`src/rtl/ballot_session_ctrl_pkg.sv`:
```
// Shared definitions for the ballot session controller: state encoding and
// the sizing helper used for the internal timers.
package ballot_session_ctrl_pkg;

   localparam int STATE_W = 3;

   typedef enum logic [STATE_W-1:0] {
      ST_IDLE    = 3'd0,
      ST_OPEN    = 3'd1,
      ST_BALLOT  = 3'd2,
      ST_CONFIRM = 3'd3,
      ST_CLOSED  = 3'd4
   } state_t;

   // Bits needed to count 0..term-1; never less than one bit.
   function automatic int timer_width(input int term);
      return (term > 1) ? $clog2(term) : 1;
   endfunction

endpackage

```
`src/rtl/ballot_session_ctrl_timer.sv`:
```
// Up-counter with load/enable and a terminal-count flag at TERM-1.
// Used for both the ballot timeout and the confirm lockout.
module ballot_session_ctrl_timer #(
   parameter int WIDTH = 4,
   parameter int TERM  = 8
) (
   input  logic clk,
   input  logic rst,
   input  logic load,
   input  logic en,
   output logic tc
);

   localparam logic [WIDTH-1:0] LAST = WIDTH'(TERM - 1);

   logic [WIDTH-1:0] count;

   // Count register: load restarts from zero, enable advances by one.
   always_ff @(posedge clk) begin
      // NOTE: state registers use non-blocking assignment so every flop in the
      // design samples pre-edge values regardless of block ordering.
      if (rst) begin
         count <= '0;
      end else if (load) begin
         count <= '0;
      end else if (en) begin
         count <= count + 1'b1;
      end
   end

   assign tc = (count == LAST);

endmodule

```
`src/rtl/ballot_session_ctrl.sv`:
```
// Session sequencer for the voting machine: opens a poll, gates each issued
// ballot down to at most one counter increment, enforces a confirm lockout,
// and shows stored tallies once the poll is closed.
module ballot_session_ctrl
   import ballot_session_ctrl_pkg::*;
#(
   parameter int NUM_CAND       = 4,
   parameter int CNT_W          = 10,
   parameter int LOCK_CYCLES    = 100000000,
   parameter int BALLOT_TIMEOUT = 500000000
) (
   input  logic                      clk,
   input  logic                      rst,
   input  logic                      open_poll,
   input  logic                      close_poll,
   input  logic                      issue_ballot,
   input  logic [NUM_CAND-1:0]       vote_pulse,
   input  logic [NUM_CAND-1:0]       show_sel,
   input  logic [NUM_CAND*CNT_W-1:0] tally_flat,
   output logic                      clr_counts,
   output logic [NUM_CAND-1:0]       inc_en,
   output logic                      ballot_active,
   output logic                      confirm,
   output logic                      spoiled,
   output logic [CNT_W-1:0]          ballots_cast,
   output logic [CNT_W-1:0]          result,
   output logic [STATE_W-1:0]        state_o
);

   localparam int TO_W   = timer_width(BALLOT_TIMEOUT);
   localparam int LOCK_W = timer_width(LOCK_CYCLES);

   state_t           state;
   logic             pend_close;
   logic             vote_any;
   logic             vote_one;
   logic             vote_multi;
   logic             to_load;
   logic             to_en;
   logic             to_tc;
   logic             lock_load;
   logic             lock_en;
   logic             lock_tc;
   logic [CNT_W-1:0] sel_tally;
   logic [CNT_W-1:0] cast_next;

   // Clearing the lowest set bit leaves something only if two or more were set.
   assign vote_any   = |vote_pulse;
   assign vote_multi = |(vote_pulse & (vote_pulse - NUM_CAND'(1)));
   assign vote_one   = vote_any && !vote_multi;

   assign cast_next  = (ballots_cast == '1) ? ballots_cast : ballots_cast + 1'b1;

   assign to_load    = (state == ST_OPEN) && !close_poll && issue_ballot;
   assign to_en      = (state == ST_BALLOT) && !vote_any && !to_tc;
   assign lock_load  = (state == ST_BALLOT) && vote_any;
   assign lock_en    = (state == ST_CONFIRM) && !lock_tc;

   ballot_session_ctrl_timer #(
      .WIDTH (TO_W),
      .TERM  (BALLOT_TIMEOUT)
   ) u_timeout (
      .clk  (clk),
      .rst  (rst),
      .load (to_load),
      .en   (to_en),
      .tc   (to_tc)
   );

   ballot_session_ctrl_timer #(
      .WIDTH (LOCK_W),
      .TERM  (LOCK_CYCLES)
   ) u_lock (
      .clk  (clk),
      .rst  (rst),
      .load (lock_load),
      .en   (lock_en),
      .tc   (lock_tc)
   );

   // Display mux: scan high to low so the lowest-index selected candidate wins.
   always_comb begin
      // NOTE: default assignment first so no path through the loop leaves
      // sel_tally unassigned and infers a latch.
      sel_tally = '0;
      for (int i = NUM_CAND - 1; i >= 0; i--) begin
         if (show_sel[i]) sel_tally = tally_flat[i*CNT_W +: CNT_W];
      end
   end

   // Session FSM with all outputs registered; pulses default low every cycle.
   always_ff @(posedge clk) begin
      if (rst) begin
         state         <= ST_IDLE;
         pend_close    <= 1'b0;
         clr_counts    <= 1'b0;
         inc_en        <= '0;
         ballot_active <= 1'b0;
         confirm       <= 1'b0;
         spoiled       <= 1'b0;
         ballots_cast  <= '0;
         result        <= '0;
      end else begin
         clr_counts <= 1'b0;
         inc_en     <= '0;
         spoiled    <= 1'b0;
         case (state)
            ST_IDLE: begin
               if (open_poll) begin
                  state        <= ST_OPEN;
                  clr_counts   <= 1'b1;
                  ballots_cast <= '0;
                  pend_close   <= 1'b0;
               end
            end
            ST_OPEN: begin
               if (close_poll) begin
                  state <= ST_CLOSED;
               end else if (issue_ballot) begin
                  state         <= ST_BALLOT;
                  ballot_active <= 1'b1;
               end
            end
            ST_BALLOT: begin
               // A close request waits until the ballot in hand has resolved.
               if (close_poll) pend_close <= 1'b1;
               if (vote_one) begin
                  inc_en        <= vote_pulse;
                  ballots_cast  <= cast_next;
                  state         <= ST_CONFIRM;
                  ballot_active <= 1'b0;
                  confirm       <= 1'b1;
               end else if (vote_multi) begin
                  spoiled       <= 1'b1;
                  ballots_cast  <= cast_next;
                  state         <= ST_CONFIRM;
                  ballot_active <= 1'b0;
                  confirm       <= 1'b1;
               end else if (to_tc) begin
                  spoiled       <= 1'b1;
                  ballots_cast  <= cast_next;
                  state         <= ST_OPEN;
                  ballot_active <= 1'b0;
               end
            end
            ST_CONFIRM: begin
               if (lock_tc) begin
                  confirm <= 1'b0;
                  state   <= (pend_close || close_poll) ? ST_CLOSED : ST_OPEN;
               end
            end
            ST_CLOSED: begin
               // Terminal: only rst leaves; an empty select holds the last value.
               if (|show_sel) result <= sel_tally;
            end
            default: begin
               state <= ST_IDLE;
            end
         endcase
      end
   end

   assign state_o = state;

endmodule
```
`config.mk`:
```
export PLATFORM = sky130hd
export DESIGN_NAME = ballot_session_ctrl
export DESIGN_NICKNAME = d
export VERILOG_FILES = /design/src/rtl/ballot_session_ctrl_pkg.sv /design/src/rtl/ballot_session_ctrl_timer.sv /design/src/rtl/ballot_session_ctrl.sv
export SDC_FILE = /design/constraint.sdc
export NUM_CORES = 1
export LEC_CHECK = 0
export CAP_MARGIN = 20
export CORE_ASPECT_RATIO = 0.5
export CORE_MARGIN = 10
export CORE_UTILIZATION = 45
export DETAILED_ROUTE_END_ITERATION = 16
export PLACE_DENSITY_LB_ADDON = 0.15
export SYNTH_ARGS = -nofsm -noshare
export SYNTH_HDL_FRONTEND = slang
export SYNTH_SLANG_ARGS = --single-unit
```
`constraint.sdc`:
```
create_clock -name clk -period 2.6 [get_ports clk]
set_input_delay 0.52 -clock clk [delete_from_list [all_inputs] [get_ports clk]]
set_output_delay 0.52 -clock clk [all_outputs]
set_load 0.005 [all_outputs]
```
=== After elaboration in Yosys (flattened, before gate mapping) ===
Cells that the tools add are included.

* Input bits: 53
* Word-level logic and storage cells: 101
* Output and inout port bits: 31
* Bits in registers: 88

* Mux-type cells: 35
* Bitwise gates (word level): 5
* Equality and inequality tests: 15
* Add/subtract/negate cells: 4
* Reductions and logical operators: 31

{| class="wikitable"
|+ Operator list
! cell !! number
|-
| $mux 10 || 9
|-
| $add 29x1->29 const B || 1
|-
| $eq 29x29->1 const B || 1
|-
| $add 27x1->27 const B || 1
|-
| $eq 27x27->1 const B || 1
|-
| $mux 3 || 8
|-
| $pmux 10 s2 || 1
|-
| $pmux 3 s5 || 1
|-
| $mux 1 || 13
|-
| $reduce_or 4->1 || 3
|-
| $add 10x1->10 const B || 1
|-
| $eq 10x10->1 const B || 1
|-
| $ne 2x2->1 const B || 5
|-
| $reduce_and 3->1 || 3
|-
| $logic_and 1x1->1 || 7
|-
| $eq 3x2->1 const B || 2
|-
| $ne 3x3->1 const B || 2
|-
| $pmux 1 s2 || 3
|-
| $reduce_bool 2->1 || 3
|-
| $reduce_or 2->1 || 3
|-
| $reduce_or 3->1 || 2
|-
| $logic_not 1->1 || 5
|-
| $reduce_and 5->1 || 1
|-
| $and 4x4->4 || 1
|-
| 9 further kinds || 12
|}

=== Longest topological paths before layout ===
* Depth after elaboration: 7
* Mapped depth: 8
* Gate-level depth less buffers: 7

=== Hierarchy ===
A second synthesis with hierarchy kept.

* Cells, all modules: 543
* Area total of the unflattened synthesis: 4652.0 µm²

{| class="wikitable"
|+ By module, submodules not included
! module !! times used !! cells an instance !! sequential area each (µm²) !! area an instance (µm²)
|-
| ballot_session_ctrl || 1 || 221 || 640.6 || 1868.0
|-
| ballot_session_ctrl_timer at u_timeout || 1 || 175 || 580.6 || 1451.4
|-
| ballot_session_ctrl_timer at u_lock || 1 || 147 || 540.5 || 1332.5
|}

=== Worst setup path after synthesis ===
Ideal clock, no wire load.

* Path kind: reg-to-reg
* Start: register u_timeout.count[0]
* End: register ballots_cast[6]
* Library setup time: 0.059 ns
* Arrival time: 2.232 ns
* Required time: 2.541 ns
* Slack: 0.309 ns
* Stages on the path, launching flop included: 9
* Path buffers: 1
* Period minus slack after synthesis: 2.291 ns
* Cells stage by stage: dfxtp_1 ha_1 nor4bb_1 nand4_1 o31a_1 or3_1 buf_2 or4_1 nand2_1

* Word-level cells in the longest chain between the ends: 3

{| class="wikitable"
|+ Ends and longest elaborated chain
! item !! line !! RTL
|-
| start: declaration || ballot_session_ctrl_timer.sv:16 || <nowiki>logic [WIDTH-1:0] count;</nowiki>
|-
| start signal: assignment || ballot_session_ctrl_timer.sv:27 || <nowiki>count <= count + 1'b1;</nowiki>
|-
| $eq 29x29->1 || ballot_session_ctrl_timer.sv:31 || <nowiki>assign tc = (count == LAST);</nowiki>
|-
| $ne 4x4->1 (no line) || - ||
|-
| $reduce_and 3->1 (no line) || - ||
|-
| end signal: assignment || ballot_session_ctrl.sv:129 || <nowiki>ballots_cast <= cast_next;</nowiki>
|-
| end signal: assignment || ballot_session_ctrl.sv:135 || <nowiki>ballots_cast <= cast_next;</nowiki>
|-
| end signal: assignment || ballot_session_ctrl.sv:141 || <nowiki>ballots_cast <= cast_next;</nowiki>
|-
| end: declaration || ballot_session_ctrl.sv:25 || <nowiki>output logic [CNT_W-1:0] ballots_cast,</nowiki>
|}

No other way between the ends.
A chain may end at the register's enable or synchronous reset.

=== Worst setup path in the final report ===
Ends and elaborated chain as after synthesis.

==> summary.md <==
| Metric | Value |
|---|---|
| Run status | `complete, no violations` |
| Syn Nets | `581` |
| Core Footprint | `0.00938 sq mm` |
| Clk pwr share | `0.354` |
| Final hold vios | `0` |
| Synthesized cell area | `0.00431 sq mm` |
| First DRT Iteration DRCs | `213` |
| Worst slew margin | `0.593` |
| # DRC | `0` |
| Cells after DPL | `738` |
| Initial antenna violation count | `0` |
| CTS root buf | `clkbuf_16` |
| Drt wl/cell | `14.8 um` |
| Area after DPL | `0.00544 sq mm` |
| Die X | `158 um` |
| Post-route ant nets | `0` |
| Vias per std cell | `5.41` |
| RD Place Congestion | `0.840` |
| FF/Latch Area | `0.00176 sq mm` |
| Sw frac | `0.293` |
| P_sw | `1.09 mW` |
| Fin area | `0.00577 sq mm` |
| Cts bufs inserted | `9` |
| Minimum clock period | `2.41 ns` |
| Seq cells post-synth | `88` |
| Commonest non-fill, non-tap cell in the layout | `dfxtp_1` |
| Worst Path Required | `2.88 ns` |
| Most frequent cells in the layout | `dfxtp_1, clkdlybuf4s50_1, nor2_1, nand2_1, buf_4` |
| Row cnt | `25` |
| Routed vias | `4086` |
| Met2 GRT Util | `0.293` |
| Fin nets | `685` |
| Clock transition at the registers of the reported paths | `0.07 ns` |
| Vias in the first global route | `3866` |
| Crit path DAT | `2.69 ns` |
| Global-route wire length before repair | `18.6 mm` |
| Worst Clk Skew | `0.00964 ns` |
| Total wire length | `11.2 mm` |
| Die area | `0.0141 sq mm` |
| GR peak layer | `met2` |
| GR met1 Demand/Resource | `0.189` |
| Largest net degree at the start of global routing | `30` |
| Pleak | `2.04 nW` |
| Port Buf Inserts | `83` |
| Async SR Flop Fraction | `0` |
| DP HPWL | `8.46 mm` |
| Register share of total power | `0.399` |
| Cell Int Power | `2.63 mW` |
| Startpoint Class | `flop` |
| Power Density | `644 mW/mm^2` |
| FF-to-FF path depth | `8` |
| Synth unique cells | `50` |
| Top-Level Pins | `84` |
| Worst-case clock buffer depth | `2` |
| Mapped Avg Cell Area | `8.21 sq um` |
| # diodes | `0` |
| Filler cells | `839` |
| Max cap viols | `0` |
| Crit share post-route | `0.926` |
| Hold/Removal Path Class | `reg2reg` |
| Kind of critical path | `reg2reg` |
| TritonCTS clock tree | `done` |
| Multi-input gate area | `0.00245 sq mm` |
| Slew Limit Fails | `0` |
| Non-filler cells, final | `755` |
| GRT overflow | `0` |
| Htree depth | `3` |
| Tot GR Track Use | `0.160` |
| Seq/Total Area, Yosys | `0.409` |
| Layout cell share with drive strength beyond 1 | `0.0899` |
| Area Overhead vs Synth | `33.8%` |
| Post-synth EDFFs | `0` |
| Worst Path Max Fanout | `9` |
| Met3 usage | `0.0408` |
| Final number of setup-violating endpoints | `0` |
| Worst IR Drop VDD | `332 uV` |
| Max Freq | `0.415 GHz` |
| Clock sink count | `88` |
| Initial Utilization | `0.459` |
| First-pass DRT Iterations | `4` |
| Clk_lat worst skew | `0.34 ns` |
| Comb power frac | `0.247` |
| # Post-CTS Setup Buffers | `0` |
| Cells after synthesis | `525` |
| Ys flop type | `dfxtp_1` |
| RSZ-0062 raised after global routing | `false` |
| Die height | `89.2 um` |
| Worst-Margin Slew | `0.604 ns` |
| Worst hold path depth | `2` |
| Synth Warn # | `0` |
| CP endpoint kind | `flop` |
power by group through the flow:
stage	clock (mW)	sequential [mW]	combinational, mW
after floorplan	0	1.51	0.476
after global placement	0	1.51	0.898
after detailed placement	0	1.51	0.904
after CTS	1.34	1.48	0.913
after global routing	1.40	1.49	1.02
final	1.31	1.48	0.917
cell type report:
cell class	count	share of cell area
multi-input combinational	409	0.425
sequential	88	0.305
clock inverter	6	0.0113
timing repair buffer	115	0.186
tap	121	0.0263
inverter	6	0.00391
clock buffer	10	0.0414
per-stage QoR:
stage | hold WS, ns | setup WS [ns] | TNS (ns) | total power, mW | utilization
final | 0.487 | 0.192 | 0 | 3.71 | 0.615
after global routing | 0.517 | 0.0223 | 0 | 3.91 | 0.615
after CTS | 0.487 | 0.125 | 0 | 3.74 | 0.612
after detailed placement | 0.476 | -0.0674 | -0.0995 | 2.41 | 0.580
after global placement | 0.462 | -0.0169 | -0.0188 | 2.41 | 0.580
after floorplan | 0.442 | 0.309 | 0 | 1.98 | -
critical path, cell delays in order (launching register included):
cell and delay (ns):
dfxtp_1 0.37, ha_1 0.18, nor4bb_2 0.20, nand4_1 0.15
o31a_1 0.33, buf_4 0.17, or3_1 0.40, or4_1 0.47
nand2_1 0.07
cells by family after synthesis:
| kind of cell | Yosys count | synth area share |
|---|---|---|
| AO/OA/AOI/OAI | 80 | 0.121 |
| multiplexers | 5 | 0.0116 |
| AND/OR/NAND/NOR | 278 | 0.337 |
| XOR/XNOR | 43 | 0.0874 |
| flip-flops | 88 | 0.409 |
| buffers and inverters | 28 | 0.0250 |
| adder cells (fa/ha/maj) | 3 | 0.00871 |
registers in the layout, indices dropped and copies added, names as in the netlist:
| name | cells |
|---|---|
| u_lock.count | 27 |
| u_timeout.count | 29 |
| clr_counts | 1 |
| ballot_active | 1 |
| result | 10 |
| inc_en | 4 |
| ballots_cast | 10 |
| pend_close | 1 |
| state_o | 3 |
| confirm | 1 |
| spoiled | 1 |
synth_stat cells (all sizes together) (11+ instances only):
cell / instances / area [sq um]
nor4: 12 / 87.6
nand3: 24 / 120
or3: 12 / 75.1
dfxtp: 88 / 1760
clkbuf: 18 / 67.6
nor2: 74 / 278
a21oi: 28 / 140
nand4: 16 / 100
o21ai: 14 / 70.1
nand2: 46 / 173
and3: 11 / 68.8
nor2b: 13 / 81.3
xor2: 28 / 245
xnor2: 15 / 131
nor3: 25 / 125
repair_timing:
action                     CTS  global route
hold buffers                 0             0
setup endpoints to repair    0             4
resized for setup            0             2
layer usage:
| metal | up-vias | part of all wire |
|---|---|---|
| li1 | 2107 | - |
| met2 | 54 | 0.51 |
| met4 | 0 | 0.0074 |
| met1 | 1915 | 0.44 |
| met5 | - | 0 |
| met3 | 10 | 0.033 |
path summary, 6_finish.rpt:
kind,startpoint,end,slack [ns]
worst min register to register,u_lock.count[26],u_lock.count[26],0.49
worst min-delay path,u_lock.count[26],u_lock.count[26],0.49
worst max register to register,u_timeout.count[0],ballots_cast[6],0.19
worst max-delay path,u_timeout.count[0],ballots_cast[6],0.19
Power figures use the tool's default switching activity.
